===== config.mk =====
export PLATFORM = sky130hd
export DESIGN_NAME = control_sequencer_flat
export DESIGN_NICKNAME = d
export VERILOG_FILES = /design/src/rtl/ctrl_pkg.sv /design/src/rtl/control_sequencer_if.sv /design/src/rtl/mem_wait_timer.sv /design/src/rtl/control_sequencer.sv /design/src/flat_wrapper.sv
export SDC_FILE = /design/constraint.sdc
export NUM_CORES = 1
export LEC_CHECK = 0
export ABC_AREA = 0
export CAP_MARGIN = 15
export CORE_MARGIN = 2
export CORE_UTILIZATION = 35
export CTS_CLUSTER_SIZE = 30
export DETAILED_ROUTE_END_ITERATION = 8
export GPL_TIMING_DRIVEN = 0
export PLACE_DENSITY = 0.72
export SYNTH_ARGS = -nofsm -noshare
export SYNTH_HDL_FRONTEND = slang
export SYNTH_SLANG_ARGS = --single-unit

===== constraint.sdc =====
create_clock -name Clock -period 1.5 [get_ports Clock]
set_clock_uncertainty 0.2 [all_clocks]
set_input_delay 0.15 -clock Clock [delete_from_list [all_inputs] [get_ports Clock]]
set_output_delay 0.15 -clock Clock [all_outputs]
set_load 0.02 [all_outputs]

===== src/rtl/ctrl_pkg.sv =====
// Shared types and encodings for the hardwired control sequencer:
// state enum, opcode values, ALU function codes and the strobe bundle.
package ctrl_pkg;

  typedef enum logic [3:0] {
    S_T0, S_T1, S_T2, S_T3, S_T4, S_T5, S_T6, S_T7, S_HALT
  } state_e;

  localparam logic [4:0] OP_LD   = 5'b00000;
  localparam logic [4:0] OP_LDI  = 5'b00001;
  localparam logic [4:0] OP_ST   = 5'b00010;
  localparam logic [4:0] OP_ADD  = 5'b00011;
  localparam logic [4:0] OP_SUB  = 5'b00100;
  localparam logic [4:0] OP_HALT = 5'b11011;

  localparam logic [4:0] ALU_NOP = 5'd0;
  localparam logic [4:0] ALU_ADD = 5'd3;
  localparam logic [4:0] ALU_SUB = 5'd4;

  typedef struct packed {
    logic pc_out;
    logic mar_in;
    logic inc_pc;
    logic z_in;
    logic pc_in;
    logic read;
    logic mdr_in;
    logic mdr_out;
    logic ir_in;
    logic y_in;
    logic c_out;
    logic zlo_out;
    logic gra;
    logic grb;
    logic grc;
    logic r_in;
    logic r_out;
    logic ba_out;
    logic write;
  } strobes_t;

endpackage


===== src/rtl/control_sequencer_if.sv =====
// Sequencer <-> datapath bundle: IR/memory status in, control strobes out.
// Carries Step only when CTRL_SEQ_STEP_DEBUG_EN is defined.
interface control_sequencer_if #(
  parameter int DATA_W   = 32,
  parameter int ALU_OP_W = 5
);
  logic [DATA_W-1:0]   IRregister;
  logic                Mem_ready;
`ifdef CTRL_SEQ_STEP_DEBUG_EN
  logic                Step;
`endif
  logic PCout, MARin, IncPC, Zin, PCin, Read, MDRin, MDRout, IRin, Yin;
  logic Cout, ZLOout, Gra, Grb, Grc, Rin, Rout, BAout, write;
  logic [ALU_OP_W-1:0] ALU_op;
  logic                Run, Illegal, Mem_timeout;

  modport master (
    input  IRregister, Mem_ready,
`ifdef CTRL_SEQ_STEP_DEBUG_EN
    input  Step,
`endif
    output PCout, MARin, IncPC, Zin, PCin, Read, MDRin, MDRout, IRin, Yin,
    output Cout, ZLOout, Gra, Grb, Grc, Rin, Rout, BAout, write,
    output ALU_op, Run, Illegal, Mem_timeout
  );

  modport slave (
    output IRregister, Mem_ready,
`ifdef CTRL_SEQ_STEP_DEBUG_EN
    output Step,
`endif
    input  PCout, MARin, IncPC, Zin, PCin, Read, MDRin, MDRout, IRin, Yin,
    input  Cout, ZLOout, Gra, Grb, Grc, Rin, Rout, BAout, write,
    input  ALU_op, Run, Illegal, Mem_timeout
  );
endinterface


===== src/rtl/mem_wait_timer.sv =====
// Cycle counter for memory wait states; timeout fires on the WAIT_MAX-th
// consecutive not-ready cycle so the caller can leave instead of waiting again.
module mem_wait_timer #(
  parameter int WAIT_MAX = 15
) (
  input  logic clk,
  input  logic rst_n,
  input  logic clr,
  input  logic en,
  output logic timeout
);
  logic [7:0] cnt_q, cnt_d;

  always_comb begin
    cnt_d = cnt_q;
    if (clr)     cnt_d = '0;
    else if (en) cnt_d = cnt_q + 8'd1;
  end

  always_ff @(posedge clk) begin
    if (!rst_n) cnt_q <= '0;
    else        cnt_q <= cnt_d;
  end

  assign timeout = en && (cnt_q == 8'(WAIT_MAX - 1));
endmodule


===== src/rtl/control_sequencer.sv =====
// Hardwired T-state control unit for the datapath: fetch, decode, execute
// with memory wait/timeout. CTRL_SEQ_STEP_DEBUG_EN adds single-instruction stepping.
module control_sequencer
  import ctrl_pkg::*;
#(
  parameter int DATA_W   = 32,
  parameter int OPCODE_W = 5,
  parameter int ALU_OP_W = 5,
  parameter int WAIT_MAX = 15
) (
  input  logic                Clock,
  input  logic                Reset_n,
  control_sequencer_if.master bus
);
  localparam logic [OPCODE_W-1:0] C_LD   = OPCODE_W'(OP_LD);
  localparam logic [OPCODE_W-1:0] C_LDI  = OPCODE_W'(OP_LDI);
  localparam logic [OPCODE_W-1:0] C_ST   = OPCODE_W'(OP_ST);
  localparam logic [OPCODE_W-1:0] C_ADD  = OPCODE_W'(OP_ADD);
  localparam logic [OPCODE_W-1:0] C_SUB  = OPCODE_W'(OP_SUB);
  localparam logic [OPCODE_W-1:0] C_HALT = OPCODE_W'(OP_HALT);

  state_e              state_q, state_d;
  logic [OPCODE_W-1:0] op_q, op_d, op_ir;
  logic                idle_q, idle_d;
  logic                tmo_q, tmo_d;
  strobes_t            sb;
  logic [ALU_OP_W-1:0] alu;
  logic                illegal, wait_st, timeout, go;

  assign op_ir = bus.IRregister[DATA_W-1 -: OPCODE_W];

  // idle_q marks the cycle(s) spent in reset so strobes stay low there
  assign wait_st = !idle_q && (state_q == S_T1 ||
                               (state_q == S_T6 && op_q == C_LD) ||
                               (state_q == S_T7 && op_q == C_ST));

`ifdef CTRL_SEQ_STEP_DEBUG_EN
  logic armed_q, armed_d;

  // Step arms one pass out of T0; the flag drops as soon as T0 is left
  always_comb begin
    armed_d = 1'b0;
    if (!idle_q && state_q == S_T0 && !armed_q) armed_d = bus.Step;
  end

  always_ff @(posedge Clock) begin
    if (!Reset_n) armed_q <= 1'b0;
    else          armed_q <= armed_d;
  end

  assign go = armed_q;
`else
  assign go = 1'b1;
`endif

  mem_wait_timer #(.WAIT_MAX(WAIT_MAX)) u_wait (
    .clk    (Clock),
    .rst_n  (Reset_n),
    .clr    (!wait_st || bus.Mem_ready),
    .en     (wait_st && !bus.Mem_ready),
    .timeout(timeout)
  );

  always_comb begin
    state_d = state_q;
    op_d    = op_q;
    tmo_d   = tmo_q;
    idle_d  = 1'b0;
    sb      = '0;
    alu     = ALU_OP_W'(ALU_NOP);
    illegal = 1'b0;
    if (idle_q) begin
      state_d = S_T0;
    end else begin
      case (state_q)
        S_T0: if (go) begin
          sb.pc_out = 1'b1; sb.mar_in = 1'b1; sb.inc_pc = 1'b1; sb.z_in = 1'b1;
          alu = ALU_OP_W'(ALU_ADD);
          state_d = S_T1;
        end
        S_T1: begin
          sb.zlo_out = 1'b1; sb.pc_in = 1'b1; sb.read = 1'b1; sb.mdr_in = 1'b1;
          state_d = S_T2;
        end
        S_T2: begin
          sb.mdr_out = 1'b1; sb.ir_in = 1'b1;
          state_d = S_T3;
        end
        S_T3: begin
          // IR is only valid from here on; latch the opcode for T4..T7
          op_d    = op_ir;
          state_d = S_T4;
          case (op_ir)
            C_LD, C_LDI, C_ST: begin sb.grb = 1'b1; sb.ba_out = 1'b1; sb.y_in = 1'b1; end
            C_ADD, C_SUB:      begin sb.grb = 1'b1; sb.r_out = 1'b1; sb.y_in = 1'b1; end
            C_HALT:            state_d = S_HALT;
            default:           begin illegal = 1'b1; state_d = S_T0; end
          endcase
        end
        S_T4: begin
          sb.z_in = 1'b1;
          state_d = S_T5;
          if (op_q == C_ADD || op_q == C_SUB) begin
            sb.grc = 1'b1; sb.r_out = 1'b1;
            alu = (op_q == C_SUB) ? ALU_OP_W'(ALU_SUB) : ALU_OP_W'(ALU_ADD);
          end else begin
            sb.c_out = 1'b1;
            alu = ALU_OP_W'(ALU_ADD);
          end
        end
        S_T5: begin
          sb.zlo_out = 1'b1;
          if (op_q == C_LD || op_q == C_ST) begin
            sb.mar_in = 1'b1; state_d = S_T6;
          end else begin
            sb.gra = 1'b1; sb.r_in = 1'b1; state_d = S_T0;
          end
        end
        S_T6: begin
          sb.mdr_in = 1'b1;
          state_d = S_T7;
          if (op_q == C_ST) begin sb.gra = 1'b1; sb.r_out = 1'b1; end
          else              sb.read = 1'b1;
        end
        S_T7: begin
          state_d = S_T0;
          if (op_q == C_ST) sb.write = 1'b1;
          else begin sb.mdr_out = 1'b1; sb.gra = 1'b1; sb.r_in = 1'b1; end
        end
        default: state_d = S_HALT;
      endcase
      if (wait_st && !bus.Mem_ready) begin
        state_d = timeout ? S_HALT : state_q;
        tmo_d   = tmo_q | timeout;
      end
    end
  end

  always_ff @(posedge Clock) begin
    if (!Reset_n) begin
      state_q <= S_T0;
      op_q    <= '0;
      idle_q  <= 1'b1;
      tmo_q   <= 1'b0;
    end else begin
      state_q <= state_d;
      op_q    <= op_d;
      idle_q  <= idle_d;
      tmo_q   <= tmo_d;
    end
  end

  assign bus.PCout       = sb.pc_out;
  assign bus.MARin       = sb.mar_in;
  assign bus.IncPC       = sb.inc_pc;
  assign bus.Zin         = sb.z_in;
  assign bus.PCin        = sb.pc_in;
  assign bus.Read        = sb.read;
  assign bus.MDRin       = sb.mdr_in;
  assign bus.MDRout      = sb.mdr_out;
  assign bus.IRin        = sb.ir_in;
  assign bus.Yin         = sb.y_in;
  assign bus.Cout        = sb.c_out;
  assign bus.ZLOout      = sb.zlo_out;
  assign bus.Gra         = sb.gra;
  assign bus.Grb         = sb.grb;
  assign bus.Grc         = sb.grc;
  assign bus.Rin         = sb.r_in;
  assign bus.Rout        = sb.r_out;
  assign bus.BAout       = sb.ba_out;
  assign bus.write       = sb.write;
  assign bus.ALU_op      = alu;
  assign bus.Illegal     = illegal;
  assign bus.Run         = !idle_q && (state_q != S_HALT);
  assign bus.Mem_timeout = tmo_q;
endmodule


===== src/flat_wrapper.sv =====
// flat-port wrapper written by rule: the top's interface ports become plain ports
module control_sequencer_flat import ctrl_pkg::*;
#(
  parameter int DATA_W   = 32,
  parameter int OPCODE_W = 5,
  parameter int ALU_OP_W = 5,
  parameter int WAIT_MAX = 15
)
  (Clock, Reset_n, bus_IRregister, bus_Mem_ready, bus_PCout, bus_MARin, bus_IncPC, bus_Zin, bus_PCin, bus_Read, bus_MDRin, bus_MDRout, bus_IRin, bus_Yin, bus_Cout, bus_ZLOout, bus_Gra, bus_Grb, bus_Grc, bus_Rin, bus_Rout, bus_BAout, bus_write, bus_ALU_op, bus_Run, bus_Illegal, bus_Mem_timeout);
  control_sequencer_if #(.DATA_W(DATA_W), .ALU_OP_W(ALU_OP_W)) bus_i ();
  input  logic Clock;
  input  logic Reset_n;
  input wire logic [$bits(bus_i.IRregister)-1:0] bus_IRregister;
  input wire logic [$bits(bus_i.Mem_ready)-1:0] bus_Mem_ready;
  output wire logic [$bits(bus_i.PCout)-1:0] bus_PCout;
  output wire logic [$bits(bus_i.MARin)-1:0] bus_MARin;
  output wire logic [$bits(bus_i.IncPC)-1:0] bus_IncPC;
  output wire logic [$bits(bus_i.Zin)-1:0] bus_Zin;
  output wire logic [$bits(bus_i.PCin)-1:0] bus_PCin;
  output wire logic [$bits(bus_i.Read)-1:0] bus_Read;
  output wire logic [$bits(bus_i.MDRin)-1:0] bus_MDRin;
  output wire logic [$bits(bus_i.MDRout)-1:0] bus_MDRout;
  output wire logic [$bits(bus_i.IRin)-1:0] bus_IRin;
  output wire logic [$bits(bus_i.Yin)-1:0] bus_Yin;
  output wire logic [$bits(bus_i.Cout)-1:0] bus_Cout;
  output wire logic [$bits(bus_i.ZLOout)-1:0] bus_ZLOout;
  output wire logic [$bits(bus_i.Gra)-1:0] bus_Gra;
  output wire logic [$bits(bus_i.Grb)-1:0] bus_Grb;
  output wire logic [$bits(bus_i.Grc)-1:0] bus_Grc;
  output wire logic [$bits(bus_i.Rin)-1:0] bus_Rin;
  output wire logic [$bits(bus_i.Rout)-1:0] bus_Rout;
  output wire logic [$bits(bus_i.BAout)-1:0] bus_BAout;
  output wire logic [$bits(bus_i.write)-1:0] bus_write;
  output wire logic [$bits(bus_i.ALU_op)-1:0] bus_ALU_op;
  output wire logic [$bits(bus_i.Run)-1:0] bus_Run;
  output wire logic [$bits(bus_i.Illegal)-1:0] bus_Illegal;
  output wire logic [$bits(bus_i.Mem_timeout)-1:0] bus_Mem_timeout;
  assign bus_i.IRregister = bus_IRregister;
  assign bus_i.Mem_ready = bus_Mem_ready;
  assign bus_PCout = bus_i.PCout;
  assign bus_MARin = bus_i.MARin;
  assign bus_IncPC = bus_i.IncPC;
  assign bus_Zin = bus_i.Zin;
  assign bus_PCin = bus_i.PCin;
  assign bus_Read = bus_i.Read;
  assign bus_MDRin = bus_i.MDRin;
  assign bus_MDRout = bus_i.MDRout;
  assign bus_IRin = bus_i.IRin;
  assign bus_Yin = bus_i.Yin;
  assign bus_Cout = bus_i.Cout;
  assign bus_ZLOout = bus_i.ZLOout;
  assign bus_Gra = bus_i.Gra;
  assign bus_Grb = bus_i.Grb;
  assign bus_Grc = bus_i.Grc;
  assign bus_Rin = bus_i.Rin;
  assign bus_Rout = bus_i.Rout;
  assign bus_BAout = bus_i.BAout;
  assign bus_write = bus_i.write;
  assign bus_ALU_op = bus_i.ALU_op;
  assign bus_Run = bus_i.Run;
  assign bus_Illegal = bus_i.Illegal;
  assign bus_Mem_timeout = bus_i.Mem_timeout;
  control_sequencer #(.DATA_W(DATA_W), .OPCODE_W(OPCODE_W), .ALU_OP_W(ALU_OP_W), .WAIT_MAX(WAIT_MAX)) u_core (.Clock(Clock), .Reset_n(Reset_n), .bus(bus_i));
endmodule

==> results of run 1 <==
==> state kept, by name, summed over array words and instances (netlist names) <==
register	count
u_core.state_q	4
u_core.bus.Mem_timeout	1
u_core.op_q	5
u_core.u_wait.cnt_q	8
u_core.idle_q	1
==> logic make-up after synthesis <==
logic type | synth area share
other cells | 0.00279
flops | 0.283
compound gates | 0.122
buf+inv | 0.0940
xor+xnor | 0.0456
mux | 0.0372
simple gates | 0.397
fa+ha+maj | 0.0186
==> placed cells by master, fill, tap and decap left out, types with 3 or more instances in the layout <==
| cell type | synthesis | layout |
|---|---|---|
| dlygate4sd2_1 | 0 | 4 |
| o211ai_1 | 3 | 3 |
| xnor2_1 | 4 | 4 |
| dfxtp_1 | 19 | 9 |
| nand4_1 | 3 | 3 |
| mux2i_1 | 5 | 5 |
| clkdlybuf4s50_1 | 0 | 4 |
| nand2b_1 | 5 | 4 |
| nor2_4 | 1 | 11 |
| buf_4 | 5 | 34 |
| buf_6 | 3 | 33 |
| nor2_2 | 0 | 6 |
| nand2_1 | 9 | 7 |
| inv_1 | 6 | 3 |
| nor2_1 | 30 | 14 |
| nand3_1 | 7 | 5 |
| a21oi_1 | 10 | 4 |
| dfxtp_4 | 0 | 5 |
| a21oi_2 | 4 | 9 |
| nor3b_4 | 0 | 3 |
| xor2_1 | 3 | 3 |
| clkbuf_8 | 2 | 4 |
| dfxtp_2 | 0 | 5 |
==> layer usage <==
| metal | part of all wire | vias to the layer above |
|---|---|---|
| met5 | 0 | - |
| met4 | 0.014 | 0 |
| met3 | 0.049 | 6 |
| met2 | 0.51 | 38 |
| met1 | 0.43 | 694 |
| li1 | - | 723 |
==> power breakdown <==
| part | internal [mW] | total, mW | switching (mW) |
|---|---|---|---|
| Clock | 0.188 | 0.336 | 0.148 |
| Sequential | 0.502 | 0.513 | 0.0103 |
| Combinational | 0.157 | 0.317 | 0.160 |
==> critical path, stage by stage, from the launching register on <==
cell and delay [ps]:
dfxtp_4 400, nor3b_4 210, nand2b_4 170, o211ai_1 120
a221oi_4 310, buf_6 150
==> layout make-up <==
cell class	count	area, um2
sequential	19	405
multi-input combinational	130	1170
timing repair buffer	69	636
tap	48	60.1
fill	291	1200
clock buffer	4	45.0
inverter	6	31.3
buffer	11	140
==> worst min path at each step <==
stage | startpoint | endpoint | slack [ps]
5_1_grt | bus_IRregister[28] | u_core.op_q[1]$_SDFFE_PN0P_ | 270
6_report | bus_IRregister[27] | u_core.op_q[0]$_SDFFE_PN0P_ | 240
4_1_cts | bus_IRregister[27] | u_core.op_q[0]$_SDFFE_PN0P_ | 230
3_5_place_dp | u_core.bus.Mem_timeout$_SDFFE_PN0P_ | u_core.bus.Mem_timeout$_SDFFE_PN0P_ | 240
2_1_floorplan | bus_IRregister[27] | u_core.op_q[0]$_SDFFE_PN0P_ | 100
3_3_place_gp | u_core.bus.Mem_timeout$_SDFFE_PN0P_ | u_core.bus.Mem_timeout$_SDFFE_PN0P_ | 240
==> what timing repair did <==
item	4_1_cts	5_1_grt
gates resized for setup	175	42
endpoints found under the setup margin	43	42
pin swaps	14	23
gates cloned	2	0
buffers inserted	19	16
==> metrics.csv, run 1 <==
metric,value,unit
final setup fails,42,
syn_area_per_cell,8.15,um2
H-tree depth,1,
fraction of layout cells with a size suffix above 1,0.623,
I/O pin count,62,
top-count cell post-synth,nor2_1,
worst setup path end,bus_Rout,
R2R Setup Slk,-240,ps
Global Route Usage Sum,0.176,
Hold Crit Class,primary input to register,
Min Hold Slack,241,ps
Area contributors post-synth,"dfxtp_1 28%, nor2_1 8.4%, a21oi_1 3.7%, mux2i_1 3.7%, buf_4 2.8%",
port bufs,32,
CTS root buf,clkbuf_8,
worst r2r src,u_core.op_q[2]$_SDFFE_PN0P_,
fmax,511,MHz
grt met2 use,0.294,
Startpoint Class,register,
Final Hold Vio Count,0,
CP max FO,6,
fin crit share,1.30,
Final Routed Wirelength,3920,um
CP required,1150,ps
fin nets,277,
Diodes inserted,0,
initial antenna violation count,0,
GR Util met3,0.0204,
GRT busiest layer,met2,
R2R cell count,5,
Placed Area,0.00187,mm2
final instance area,0.00248,mm2
Die ar.,0.00435,mm2
fin. max-slew vios,0,
Pleak,1.03,nW
DRT iter0 DRCs,65,
number of global-route vias before repair,1346,
CTS Buffer Depth,2,
RSZ-0062 raised after global routing,yes,
Seq cells post-synth,19,
Min-Delay Path Depth,3,
starting density of the core,0.365,
Syn. warnings,0,
drt first pass iters,5,
minimum clock period,1960,ps
placed insts,246,
number of enable flip-flop cells after synthesis,0,
Antenna Nets Post-Route,0,
CTS buffer count,3,
grt ovf,0,
Finished Layout Cells,287,
post-layout util,0.674,
area growth from synthesis to layout,84.7,%
Post-DP HPWL,2380,um
clock-pin slew on the worst setup and hold paths,60,ps
vias per cell,5.09,
crit path launch,u_core.op_q[2]$_SDFFE_PN0P_,
CP Class,register to primary output,
library cells used by synthesis,46,
Setup Total Neg Slack,-10290,ps
Worst R2R End,u_core.u_wait.cnt_q[1]$_SDFFE_PP0N_,
Worst setup EP type,primary output,
sequential share of the synthesized area,0.283,
Post-synth top flop,dfxtp_1,
asr flop ratio synth,0,
largest net degree at the start of global routing,11,
WP data arrival,1610,ps
pwr/cell area,469,mW/mm2
max_cap viols,0,
WL per Instance,13.7,um
pre-CTS setup slack,-910,ps
final worst slack,-456,ps
GPL Wtd Cong,0.818,
die width,66.0,um
"area leader, netlist",dfxtp_1,
DRC,0,
Post-Syn Area,0.00135,mm2
M1 GR Usage,0.234,
# clock sinks,19,
Peak VDD IR,620,uV
Clock Latency Late Sink,250,ps
share of the synthesized area in the top cell type,0.283,
commonest cells in the netlist,"30 x nor2_1, 19 x dfxtp_1, 10 x a21oi_1, 9 x nand2_1, 7 x nand3_1",
die height,66.0,um
Final Total Pwr,1.17,mW
vias post-DR,1461,
CTS Hold Bufs,0,
failing checks,setup timing,
Syn Inst Count,165,
Cell Rows,22,
status,"finished, violations left",
global-route wire length before repair,6040,um
Core Box Area,0.00369,mm2
CTS tree,done,
Note: power is estimated with default switching activity, not from simulation.
==> run 2: changes to the inputs <==
Settings changed: MAX_ROUTING_LAYER set to met4, RECOVER_POWER set to 50.
==> metrics.csv, run 2 (synthesized netlist as in run 1, its figures left out) <==
metric,value,unit,change
status,"finished, violations left",,unchanged
failing checks,setup timing,,unchanged
"slowest stage delay, CP",400,ps,about the same
vias post-DR,1471,,was 1461
port bufs,32,,unchanged
Worst R2R End,u_core.u_wait.cnt_q[1]$_SDFFE_PP0N_,,unchanged
initial antenna violation count,0,,unchanged
H-tree depth,1,,unchanged
biggest regs,"u_core.u_wait.cnt_q x8, u_core.op_q x5, u_core.state_q x4",,unchanged
largest net degree at the start of global routing,11,,unchanged
DRC,0,,unchanged
Levels on crit path,5,,unchanged
crit path launch,u_core.op_q[2]$_SDFFE_PN0P_,,unchanged
worst setup path end,bus_Rout,,unchanged
grt ovf,0,,unchanged
"delay-heaviest family, CP",compound AO/OA/AOI/OAI gates,,unchanged
CP max FO,6,,unchanged
post-layout util,0.674,,unchanged
CTS Buffer Depth,2,,unchanged
Final Routed Wirelength,3970,um,was 3920 um
die height,66.0,um,unchanged
register with the most flip-flops,u_core.u_wait.cnt_q,,unchanged
most common library cell in the layout ignoring fill and taps,buf_4,,unchanged
DRT iter0 DRCs,76,,was 65
CP bufs+invs,1,,unchanged
placed insts,246,,unchanged
Die ar.,0.00435,mm2,unchanged
final instance area,0.00248,mm2,unchanged
starting density of the core,0.365,,unchanged
GPL Wtd Cong,0.830,,was 0.818
Startpoint Class,register,,unchanged
CTS Hold Bufs,0,,unchanged
vias per cell,5.13,,was 5.09
R2R cell count,5,,unchanged
# clock sinks,19,,unchanged
CP required,1150,ps,about the same
CP Class,register to primary output,,unchanged
final setup fails,42,,unchanged
number of global-route vias before repair,1347,,was 1346
area growth from synthesis to layout,84.7,%,unchanged
Antenna Nets Post-Route,0,,unchanged
clock-pin slew on the worst setup and hold paths,60,ps,about the same
CP Cell Sequence,nor3b_4 > nand2b_4 > o211ai_1 > a221oi_4 > buf_6,,unchanged
Clock Latency Late Sink,250,ps,about the same
"commonest cells after routing, fill and taps aside","34 x buf_4, 33 x buf_6, 14 x nor2_1",,unchanged
fraction of layout cells with a size suffix above 1,0.623,,unchanged
WL per Instance,13.8,um,was 13.7 um
Worst path slowest cell,dfxtp_4,,unchanged
CTS root buf,clkbuf_8,,unchanged
max_cap viols,0,,unchanged
Finished Layout Cells,287,,unchanged
Largest register FFs,8,,unchanged
WP data arrival,1610,ps,about the same
R2R Setup Slk,-240,ps,about the same
global-route wire length before repair,6030,um,was 6040 um
fmax,510,MHz,was 511 MHz
drt first pass iters,4,,was 5
worst r2r src,u_core.op_q[2]$_SDFFE_PN0P_,,unchanged
RSZ-0062 raised after global routing,yes,,unchanged
Cell Rows,22,,unchanged
Placed Area,0.00187,mm2,unchanged
Core Box Area,0.00369,mm2,unchanged
fin nets,277,,unchanged
minimum clock period,1960,ps,about the same
Peak VDD IR,629,uV,was 620 uV
I/O pin count,62,,unchanged
CTS tree,done,,unchanged
Pleak,1.03,nW,about the same
pwr/cell area,470,mW/mm2,was 469 mW/mm2
Diodes inserted,0,,unchanged
fin crit share,1.31,,was 1.30
Hold Crit Class,primary input to register,,unchanged
Post-DP HPWL,2380,um,unchanged
Global Route Usage Sum,0.181,,was 0.176
Final Hold Vio Count,0,,unchanged
CTS buffer count,3,,unchanged
final worst slack,-461,ps,was -456 ps
pre-CTS setup slack,-910,ps,unchanged
fin. max-slew vios,0,,unchanged
die width,66.0,um,unchanged
Worst setup EP type,primary output,,unchanged
[run 2: changes by cell type in the layout (fill, tap and decap cells not counted)]
cell	before	now
clkdlybuf4s50_1	4	3
dlygate4sd3_1	0	1
[run 2: how the worst min path moves through the flow]
| stage | startpoint | end | cells after the start |
|---|---|---|---|
| 2_1_floorplan | bus_IRregister[27] | u_core.op_q[0]$_SDFFE_PN0P_ | 2 |
| 6_report | bus_IRregister[27] | u_core.op_q[0]$_SDFFE_PN0P_ | 3 |
| 4_1_cts | bus_IRregister[27] | u_core.op_q[0]$_SDFFE_PN0P_ | 3 |
| 3_5_place_dp | u_core.bus.Mem_timeout$_SDFFE_PN0P_ | u_core.bus.Mem_timeout$_SDFFE_PN0P_ | 2 |
| 5_1_grt | bus_IRregister[28] | u_core.op_q[1]$_SDFFE_PN0P_ | 3 |
| 3_3_place_gp | u_core.bus.Mem_timeout$_SDFFE_PN0P_ | u_core.bus.Mem_timeout$_SDFFE_PN0P_ | 2 |
[run 2: where the power goes]
| group | switching, mW | internal (mW) | total, mW | leakage, nW |
|---|---|---|---|---|
| logic | 0.160 | 0.157 | 0.317 | 0.848 |
| clock network | 0.150 | 0.188 | 0.339 | 0.0228 |
| registers | 0.0101 | 0.502 | 0.513 | 0.160 |
[run 2: timing repair]
action / in CTS / in global routing
gates resized for setup: 175 / 42
endpoints found under the setup margin: 43 / 42
buffers inserted: 19 / 16
pin swaps: 14 / 23
cloned: 2 / 0
[run 2: final cells by class]
class	count	area (um2)
multi-input cells	130	1170
repair buffers	69	636
flip-flops and latches	19	405
plain buffers	11	140
fillers	291	1200
clock buffers	4	45.0
well taps	48	60.1
inverters	6	31.3
[run 2: metal layers]
metal  part of all wire  track usage  up-vias
met1               0.45        0.233      706
li1                   -            -      725
met4              0.013       0.0638        0
met3              0.037       0.0204        6
met2               0.50        0.295       34
met5                  0            -        -
[run 2: metrics by stage]
step	hold WS, ps	setup TNS, ps	power, mW
2_1_floorplan	95.9	-1050	0.659
3_3_place_gp	243	-14340	0.741
3_5_place_dp	241	-14880	0.744
4_1_cts	226	-8500	1.13
5_1_grt	271	-12970	1.23
6_report	250	-10270	1.17
[run 2: tightest hold or removal path, delay by kind of cell]
kind | cells | cell delay (ps)
buf+inv | 1 | 310
mux | 1 | 130
simple gates | 1 | 70
